### src/rtl/uart_tx_arbiter.sv
// -----------------------------------------------------------------------------
// uart_tx_arbiter
// Shares one serial sender among NUM_REQ byte sources. One byte is accepted at
// a time over a valid/ready handshake, handed to the sender via tx_data/tx_en,
// tracked through the sender idle flag, and followed by an enforced idle gap.
//
// Parameters:
//   NUM_REQ        number of requesters (2..8)
//   GAP_CYCLES     idle clk cycles after the sender returns idle (0..65535)
//   START_TIMEOUT  clk cycles allowed for the sender to leave idle (1..65535)
//
// Ports:
//   clk          in   system clock, rising edge
//   rst_n        in   asynchronous active-low reset
//   req_data     in   requester i byte at [8i+7:8i]
//   req_valid    in   requester i holds a byte (data stable while high)
//   req_ready    out  combinational one-hot accept
//   tx_status    in   sender idle flag (1 = idle)
//   tx_data      out  registered byte to the sender
//   tx_en        out  registered start request to the sender
//   grant        out  registered one-hot owner of the frame in flight
//   busy         out  high whenever the FSM is not idle
//   timeout_err  out  one-cycle pulse when a start times out
//
// Configuration macro:
//   UART_TX_ARB_FIXED_PRIO_EN  defined: lowest-index valid requester always
//                              wins and no rotation pointer is built.
//                              undefined: round-robin arbitration.
// -----------------------------------------------------------------------------
module uart_tx_arbiter #(
    parameter int NUM_REQ       = 2,
    parameter int GAP_CYCLES    = 16,
    parameter int START_TIMEOUT = 20000
) (
    input  logic                 clk,
    input  logic                 rst_n,
    input  logic [8*NUM_REQ-1:0] req_data,
    input  logic [NUM_REQ-1:0]   req_valid,
    output logic [NUM_REQ-1:0]   req_ready,
    input  logic                 tx_status,
    output logic [7:0]           tx_data,
    output logic                 tx_en,
    output logic [NUM_REQ-1:0]   grant,
    output logic                 busy,
    output logic                 timeout_err
);

    localparam int IDX_W   = $clog2(NUM_REQ);
    localparam int SUM_W   = IDX_W + 1;
    localparam int TMAX    = (START_TIMEOUT > GAP_CYCLES) ? START_TIMEOUT : GAP_CYCLES;
    localparam int TIMER_W = $clog2(TMAX + 1);

    localparam logic [TIMER_W-1:0] START_LOAD = TIMER_W'(START_TIMEOUT - 1);
    localparam logic [TIMER_W-1:0] GAP_LOAD   = TIMER_W'(GAP_CYCLES);
    localparam logic [SUM_W-1:0]   NUM_REQ_S  = SUM_W'(NUM_REQ);
    localparam logic [NUM_REQ-1:0] ONE_HOT0   = NUM_REQ'(1'b1);

    typedef enum logic [1:0] {
        ST_IDLE  = 2'd0,
        ST_START = 2'd1,
        ST_SEND  = 2'd2,
        ST_GAP   = 2'd3
    } state_t;

    state_t               state_r, state_nxt_s;
    logic [TIMER_W-1:0]   timer_r, timer_nxt_s;
    logic [7:0]           tx_data_r, tx_data_nxt_s;
    logic                 tx_en_r, tx_en_nxt_s;
    logic [NUM_REQ-1:0]   grant_r, grant_nxt_s;
    logic                 busy_r, busy_nxt_s;
    logic                 timeout_err_r, timeout_err_nxt_s;

    logic [IDX_W-1:0]     ptr_s;
    logic [NUM_REQ-1:0]   rot_s;
    logic                 found_s;
    logic [IDX_W-1:0]     winner_s;
    logic [SUM_W-1:0]     sum_s;
    logic [7:0]           sel_data_s;
    logic                 accept_s;

`ifdef UART_TX_ARB_FIXED_PRIO_EN
    // Search always starts at requester 0, so the lowest valid index wins.
    assign ptr_s = '0;
`else
    logic [IDX_W-1:0] ptr_r;
    logic [IDX_W-1:0] next_ptr_s;
    logic [SUM_W-1:0] inc_s;

    // Pointer moves to the requester just after the one accepted.
    always_comb begin
        inc_s = {1'b0, winner_s} + SUM_W'(1'b1);
        if (inc_s >= NUM_REQ_S) begin
            next_ptr_s = '0;
        end else begin
            next_ptr_s = inc_s[IDX_W-1:0];
        end
    end

    // Round-robin pointer register, only updated on an actual transfer.
    always_ff @(posedge clk or negedge rst_n) begin
        if (!rst_n) begin
            ptr_r <= '0;
        end else if (accept_s) begin
            ptr_r <= next_ptr_s;
        end else begin
            ptr_r <= ptr_r;
        end
    end

    assign ptr_s = ptr_r;
`endif

    // Rotate the valid vector so bit 0 is the requester at the pointer;
    // a plain upward scan of rot_s then implements the wrapping search.
    assign rot_s = NUM_REQ'({req_valid, req_valid} >> ptr_s);

    // First set bit of the rotated vector, mapped back to a requester index.
    always_comb begin
        found_s  = 1'b0;
        winner_s = '0;
        sum_s    = '0;
        for (int i = 0; i < NUM_REQ; i++) begin
            if (!found_s && rot_s[i]) begin
                found_s = 1'b1;
                sum_s   = {1'b0, ptr_s} + SUM_W'(i);
                if (sum_s >= NUM_REQ_S) begin
                    sum_s = sum_s - NUM_REQ_S;
                end else begin
                    sum_s = sum_s;
                end
                winner_s = sum_s[IDX_W-1:0];
            end else begin
                found_s = found_s;
            end
        end
    end

    // Byte lane of the arbitration winner.
    always_comb begin
        sel_data_s = 8'h00;
        for (int i = 0; i < NUM_REQ; i++) begin
            if (winner_s == IDX_W'(i)) begin
                sel_data_s = req_data[8*i +: 8];
            end else begin
                sel_data_s = sel_data_s;
            end
        end
    end

    // Accept only while idle and the sender itself reports idle.
    assign accept_s  = (state_r == ST_IDLE) && tx_status && found_s;
    assign req_ready = accept_s ? (ONE_HOT0 << winner_s) : '0;

    // Next-state and next-output logic of the frame FSM.
    always_comb begin
        state_nxt_s       = state_r;
        timer_nxt_s       = timer_r;
        tx_data_nxt_s     = tx_data_r;
        tx_en_nxt_s       = tx_en_r;
        grant_nxt_s       = grant_r;
        timeout_err_nxt_s = 1'b0;
        case (state_r)
            ST_IDLE: begin
                if (accept_s) begin
                    tx_data_nxt_s = sel_data_s;
                    grant_nxt_s   = ONE_HOT0 << winner_s;
                    tx_en_nxt_s   = 1'b1;
                    timer_nxt_s   = START_LOAD;
                    state_nxt_s   = ST_START;
                end else begin
                    state_nxt_s = ST_IDLE;
                end
            end
            ST_START: begin
                if (!tx_status) begin
                    tx_en_nxt_s = 1'b0;
                    state_nxt_s = ST_SEND;
                end else if (timer_r == '0) begin
                    // Sender never left idle: drop the byte, no retry.
                    tx_en_nxt_s       = 1'b0;
                    timeout_err_nxt_s = 1'b1;
                    grant_nxt_s       = '0;
                    timer_nxt_s       = GAP_LOAD;
                    state_nxt_s       = ST_GAP;
                end else begin
                    timer_nxt_s = timer_r - TIMER_W'(1'b1);
                end
            end
            ST_SEND: begin
                if (tx_status) begin
                    grant_nxt_s = '0;
                    timer_nxt_s = GAP_LOAD;
                    state_nxt_s = ST_GAP;
                end else begin
                    state_nxt_s = ST_SEND;
                end
            end
            ST_GAP: begin
                if (timer_r == '0) begin
                    state_nxt_s = ST_IDLE;
                end else begin
                    timer_nxt_s = timer_r - TIMER_W'(1'b1);
                end
            end
            default: begin
                state_nxt_s = ST_IDLE;
                tx_en_nxt_s = 1'b0;
                grant_nxt_s = '0;
                timer_nxt_s = '0;
            end
        endcase
        busy_nxt_s = (state_nxt_s != ST_IDLE);
    end

    // State and output registers; reset aborts any frame immediately.
    always_ff @(posedge clk or negedge rst_n) begin
        if (!rst_n) begin
            state_r       <= ST_IDLE;
            timer_r       <= '0;
            tx_data_r     <= 8'h00;
            tx_en_r       <= 1'b0;
            grant_r       <= '0;
            busy_r        <= 1'b0;
            timeout_err_r <= 1'b0;
        end else begin
            state_r       <= state_nxt_s;
            timer_r       <= timer_nxt_s;
            tx_data_r     <= tx_data_nxt_s;
            tx_en_r       <= tx_en_nxt_s;
            grant_r       <= grant_nxt_s;
            busy_r        <= busy_nxt_s;
            timeout_err_r <= timeout_err_nxt_s;
        end
    end

    assign tx_data     = tx_data_r;
    assign tx_en       = tx_en_r;
    assign grant       = grant_r;
    assign busy        = busy_r;
    assign timeout_err = timeout_err_r;

endmodule

### config.mk
export PLATFORM = sky130hd
export DESIGN_NAME = uart_tx_arbiter
export DESIGN_NICKNAME = d
export VERILOG_FILES = /design/src/rtl/uart_tx_arbiter.sv
export SDC_FILE = /design/constraint.sdc
export NUM_CORES = 1
export LEC_CHECK = 0
export ABC_AREA = 1
export CAP_MARGIN = 20
export CELL_PAD_IN_SITES_DETAIL_PLACEMENT = 0
export CELL_PAD_IN_SITES_GLOBAL_PLACEMENT = 1
export CORE_ASPECT_RATIO = 1.4
export CORE_MARGIN = 1
export CORE_UTILIZATION = 33
export CTS_CLUSTER_SIZE = 24
export DETAILED_ROUTE_END_ITERATION = 12
export PLACE_DENSITY = 0.84
export SYNTH_ARGS = -nofsm -noshare
export SYNTH_HDL_FRONTEND = slang
export SYNTH_SLANG_ARGS = --single-unit
export TNS_END_PERCENT = 5
### constraint.sdc
create_clock -name clk -period 1.8 [get_ports clk]
set_input_delay 0.36 -clock clk [delete_from_list [all_inputs] [get_ports clk]]
set_output_delay 0.36 -clock clk [all_outputs]
set_load 0.005 [all_outputs]
==> results.toml, run 1 <==
[outcome]
status = "completed"

[floorplan]
rows = 32
dieArea_um2 = 6110
core_um2 = 5570
initial_utilization_pct = 34.4
die_x_um = 66.3
ios = 36
die_y_um = 92.1

[worst_setup_path]
cp-endpoint = "timer_r[8]$_DFFE_PN0P_"
reg2reg_to = "timer_r[8]$_DFFE_PN0P_"
crit_required_ns = 1.97
cpMostUsedCell = "a21oi_4"
ff2ff_setup_slack_ns = 0.03
r2r_cells = 9
worstPathArrival_ns = 1.94
slowest_delay_ns = 0.40
slowest_stage = "dfrtp_1"
path_max_fanout = 6
cp_cell_sequence = "buf_4 > ha_1 > nor2_4 > nor2_2 > a21oi_4 > nand2_4 > buf_6 > a21oi_4 > nor2_1"
end_kind = "register"
critical_path_class = "register to register"
worstSetupStartpointType = "register"
critPathLaunch = "state_r[0]$_DFF_PN0_"
timing.rr.start = "state_r[0]$_DFF_PN0_"

[logic_synthesis]
synth_top_area_share_pct = 40.6
ys_types = 25
syn_avg_cell_area_um2 = 7.00
seq_area_frac_synth_pct = 40.6
syn_inst = 273
netlist_top_cells_area = "dfrtp_1 41%, nand2_1 17%, nor2_1 7.5%, inv_1 6.9%, nand3_1 6.8%"
yosysWarnings = 0
syn_nets = 301
ys_ff_latch = 31
syn_area_um2 = 1910
synth_top_cell_by_area = "dfrtp_1"

[clock_tree]
cts-root-buf = "clkbuf_8"
clock_path_buffers = 2
path_clk_slew_ns = 0.07
cts_tree = "done"
insertion_delay_ns = 0.28
postCtsHoldBufs = 0
numCtsBuffers = 5
cts_sinks = 31
h-tree-depth = 2

[routing]
drtAntennaViolNets = 0
drc_errors = 0
dr.pass1.iters = 4
drt_iter0_markers = 99
post_drt_wl_per_cell_um = 12.2
vias_per_cell = 4.68
vias = 1957
drt_wl_total_um = 5120

[sta]
worst_slew_pin_slew_ns = 0.417
finalSetupViolCount = 0
rsz0062_at_grt = "true"
finalMaxSlewViolations = 0
slew_headroom_pct = 72.2
layout_setup_ws_ns = 0.0288
hold_violations = 0
fmax_mhz = 565
fin_skew_ns = 0.00623
finalCritPeriodShare_pct = 98.4
fin_crit_ns = 1.77

[power]
p_leak_nw = 1.36
power.density_nw_per_um2 = 1540
peakVddDrop_mv = 0.700

[final_layout]
diodes = 0
fin_nets = 378
area_delta_synth_final_pct = 47.6
drive_gt1_share_pct = 25.1
final_area_um2 = 2820

[global_route]
grt_pass1_vias = 1986
grt_pass1_wl_um = 8710
overflow = 0
grtUsageTotal_pct = 18.8
grt_start_max_net_pins = 32
grt_antenna_before_repair = 0

[place]
gp_congestion = 0.869
place_area_um2 = 2600
io_buffers = 35
pre_cts_ws_ns = -0.343
dp_hpwl_um = 3850

[min_path]
min_path_type = "input port to async pin"

[job]
max_cap_violations = 0
## logic make-up after synthesis
kind of cell	synth area share, %
simple gates	36.3
buf+inv	8.70
flops	40.6
compound gates	8.44
fa+ha+maj	4.58
xor+xnor	1.37
## critical path: cells and delay by family, from the launching register on
family	cells	cell delay, ns
buffers and inverters	2	0.28
AO/OA/AOI/OAI	2	0.39
adder cells (fa/ha/maj)	1	0.23
flip-flops	1	0.40
AND/OR/NAND/NOR	4	0.35
## worst min-delay path by stage
stage                      startpoint                     end  slack, ns  depth (start not counted)
floorplan                       rst_n          busy$_DFF_PN0_       0.06                          0
global placement    tx_en$_DFFE_PN0P_       tx_en$_DFFE_PN0P_       0.47                          2
detailed placement  tx_en$_DFFE_PN0P_       tx_en$_DFFE_PN0P_       0.48                          2
CTS                             rst_n  timer_r[9]$_DFFE_PN0P_       0.50                          2
global route                    rst_n  timer_r[0]$_DFFE_PN0P_       0.52                          2
finish                          rst_n  timer_r[0]$_DFFE_PN0P_       0.48                          2
## through the flow
step                util, %  std cells  power [mW]  setup TNS, ns  hold slack (ns)
finish                 50.7        418        4.34              0            0.481
global route           50.7        418        4.71         -0.452            0.518
CTS                    48.8        416        4.17              0            0.497
detailed placement     46.8        408        3.55          -3.96            0.482
global placement       46.8        408        3.50          -3.54            0.470
floorplan                 -        273        2.36              0           0.0644
## per-layer routing
metal  GRT usage [%]  share of wire [%]  vias up
li1                -                  -      997
met1            19.5                 39      903
met2            34.5                 55       46
met3            4.48                3.8       11
met4            8.33                2.0        0
met5               0                  0        -
## cell usage after synthesis, drive strengths merged
library cell  count
o21bai            2
a21oi            15
clkinv            3
nand4             2
inv              36
dfrtp            31
xor2              3
ha                7
or2               1
nor3              3
nand2            88
nor2             42
nand3            28
buf               2
o21ai             9
clkbuf            1
## where the power goes
part / total [mW] / leakage (nW) / internal (mW) / switching, mW
registers: 1.14 / 0.379 / 0.957 / 0.186
clock network: 0.563 / 0.0470 / 0.300 / 0.263
logic: 2.63 / 0.932 / 1.28 / 1.35
## cell usage in the layout (no fill, tap or decap)
cell / synthesis / routed
nand2_1: 85 / 82
buf_4: 0 / 35
clkdlybuf4s50_1: 0 / 33
dfrtp_1: 31 / 31
inv_1: 35 / 30
nand3_1: 26 / 26
nor2_1: 38 / 24
nor2_2: 4 / 17
a21oi_1: 12 / 11
clkbuf_8: 0 / 6
inv_2: 1 / 5
o21ai_0: 5 / 5
o21ai_1: 4 / 4
ha_1: 7 / 4
nand2_2: 2 / 3
nand2_4: 1 / 3
clkinv_2: 0 / 3
xor2_1: 3 / 3
nor3_1: 3 / 3
ha_4: 0 / 3
a21oi_2: 1 / 2
nand3_2: 2 / 2
a21oi_4: 2 / 2
nand4_1: 2 / 2
o21bai_1: 2 / 2
buf_6: 1 / 2
clkinv_1: 3 / 1
nor2_4: 0 / 1
inv_6: 0 / 1
or2_2: 1 / 1
buf_2: 1 / 1
clkdlybuf4s15_1: 0 / 1
buf_12: 0 / 1
## registers in the layout, summed over array words and instances, names as in the netlist
register / flops
timer_r: 15
tx_data: 8
grant: 2
state_r: 2
busy: 1
ptr_r: 1
timeout_err: 1
tx_en: 1
## area by class of cell
type                            instances  area, um^2
Fill cell                             560        2740
Multi-Input combinational cell        200        1070
Sequential cell                        31         776
Timing Repair Buffer                   73         651
Inverter                               39         154
Tap cell                               68        85.1
Clock buffer                            6        82.6
Clock inverter                          1        5.00
## what timing repair did
action / 4_1_cts / 5_1_grt
pin swaps: 2 / 12
setup endpoints to repair: 14 / 20
setup buffers: 1 / 2
gates resized for setup: 16 / 28
(Power assumes the default switching activity.)
==> inputs of run 2 (changes only) <==
--- a/config.mk
+++ b/config.mk
@@ -11,10 +11,11 @@
 export CELL_PAD_IN_SITES_GLOBAL_PLACEMENT = 1
 export CORE_ASPECT_RATIO = 1.4
 export CORE_MARGIN = 1
-export CORE_UTILIZATION = 33
+export CORE_UTILIZATION = 34
+export CTS_BUF_LIST = sky130_fd_sc_hd__clkbuf_4 sky130_fd_sc_hd__clkbuf_8
 export CTS_CLUSTER_SIZE = 24
 export DETAILED_ROUTE_END_ITERATION = 12
-export PLACE_DENSITY = 0.84
+export PLACE_DENSITY = 0.86
 export SYNTH_ARGS = -nofsm -noshare
 export SYNTH_HDL_FRONTEND = slang
 export SYNTH_SLANG_ARGS = --single-unit
==> run 2 against run 1 <==
Against the previous run:
- global-route usage fell by 0.47 points
- total power is 0.69% higher
- die area shrank 2.9%
- critical path type unchanged
- core utilization rose by 2.5 points
- critical endpoint is now timer_r[7]$_DFFE_PN0P_
==> results.toml, run 2 (synthesized netlist as in run 1, its figures left out) <==
[outcome]
status = "completed"

[floorplan]
dieArea_um2 = 5930
rows = 31
ios = 36
core_um2 = 5280
die_y_um = 90.7
initial_utilization_pct = 36.2
die_x_um = 65.4

[sta]
rsz0062_at_grt = "true"
finalCritPeriodShare_pct = 97.4
fin_skew_ns = 0.00541
slew_headroom_pct = 73.0
fmax_mhz = 570
worst_slew_pin_slew_ns = 0.405
setup-tns-final_ns = 0
fin_crit_ns = 1.75
finalSetupViolCount = 0
finalMaxSlewViolations = 0
hold_ws_ns = 0.480
hold_violations = 0

[final_layout]
fin_cells = 414
area_delta_synth_final_pct = 46.7
final_cell_mix = "83 x nand2_1, 33 x clkdlybuf4s50_1, 33 x buf_4"
layout_commonest_cell = "nand2_1"
top_register = "timer_r"
fin_nets = 375
diodes = 0
fillers = 542
largest_reg_flops = 15
drive_gt1_share_pct = 23.6

[global_route]
grt_pass1_wl_um = 8450
overflow = 0
grt_antenna_before_repair = 0
grtUsageTotal_pct = 18.3
grt_start_max_net_pins = 32
grt_pass1_vias = 1994

[routing]
drtAntennaViolNets = 0
post_drt_wl_per_cell_um = 11.7
vias = 1921
dr.pass1.iters = 4
drt_wl_total_um = 4850
vias_per_cell = 4.64
drc_errors = 0
drt_iter0_markers = 58

[place]
io_buffers = 35
dp_cells = 405
gp_congestion = 0.858
dp_hpwl_um = 3760

[clock_tree]
cts_sinks = 31
h-tree-depth = 2
cts_tree = "done"
cts-root-buf = "clkbuf_8"
clock_path_buffers = 2
path_clk_slew_ns = 0.07
postCtsHoldBufs = 0
insertion_delay_ns = 0.28
numCtsBuffers = 5

[worst_setup_path]
worstPathArrival_ns = 1.91
crit_required_ns = 1.96
path_max_fanout = 6
end_kind = "register"
critical_path_class = "register to register"
worstSetupStartpointType = "register"

[power]
peakVddDrop_mv = 0.680
p_leak_nw = 1.35
power.density_nw_per_um2 = 1560
power_mw = 4.37

[job]
max_cap_violations = 0

[min_path]
min_path_type = "input port to async pin"
==> run 2: cell types whose count changed in the layout (fill, tap and decap cells not counted), sizes merged <==
| cell | previous run | this run |
|---|---|---|
| bufinv | 0 | 1 |
| clkinv | 4 | 3 |
| clkbuf | 6 | 7 |
| buf | 39 | 36 |
| inv | 36 | 37 |
| clkdlybuf4s15 | 1 | 0 |
==> run 2: power by group <==
part / switching [mW] / leakage [nW] / internal [mW]
logic: 1.31 / 0.911 / 1.22
clock network: 0.272 / 0.0612 / 0.448
registers: 0.163 / 0.379 / 0.957
==> run 2: worst paths after layout <==
| kind | start | endpoint | slack (ns) | cells past startpoint |
|---|---|---|---|---|
| max | state_r[1]$_DFF_PN0_ | timer_r[7]$_DFFE_PN0P_ | 0.05 | 11 |
| min | rst_n | timer_r[5]$_DFFE_PN0P_ | 0.48 | 2 |
| max reg2reg | state_r[1]$_DFF_PN0_ | timer_r[7]$_DFFE_PN0P_ | 0.05 | 11 |
| min reg2reg | grant[0]$_DFFE_PN0P_ | grant[0]$_DFFE_PN0P_ | 0.50 | 2 |
| max in group asynchronous | rst_n | state_r[1]$_DFF_PN0_ | 1.02 | 2 |
| min in group clk | grant[0]$_DFFE_PN0P_ | grant[0]$_DFFE_PN0P_ | 0.50 | 2 |
==> run 2: cell type report <==
class,instances,area [um^2],area share (%)
Clock buffer,6,82.6,2.95
Clock inverter,2,35.0,1.25
Inverter,39,155,5.53
Multi-Input combinational cell,200,1040,37.3
Sequential cell,31,776,27.7
Tap cell,66,82.6,2.95
Timing Repair Buffer,70,628,22.4
==> run 2: layer usage <==
metal | global-route usage (%) | wire, um | vias up
met5 | 0 | 0 | -
met4 | 7.97 | 128 | 0
met3 | 4.17 | 179 | 11
met2 | 33.0 | 2570 | 47
met1 | 19.7 | 1970 | 871
li1 | - | - | 992
==> run 2: through the flow <==
step / instance area [um^2] / utilization (%) / setup slack [ns]
after global routing: 2800 / 53.2 / -0.0177
after CTS: 2740 / 52.0 / 0.0121
after floorplan: 1910 / - / 0.111
after global placement: 2610 / 49.4 / -0.348
final: 2800 / 53.2 / 0.0463
after detailed placement: 2610 / 49.4 / -0.368
==> run 2: critical path, cell delays in order, from the launching register on <==
cell and delay, ns:
dfrtp_1 0.40, inv_2 0.09, ha_4 0.14, nand2_2 0.06
clkinv_2 0.05, nand2_2 0.04, buf_4 0.14, a21oi_4 0.15
nand2_4 0.12, buf_12 0.15, a21oi_4 0.21, nor2_1 0.08
==> run 2: what timing repair did <==
action	in CTS	in global routing
resized for setup	15	21
cloned	0	0
buffers inserted	0	1
pin swaps	1	8
setup endpoints to repair	3	19
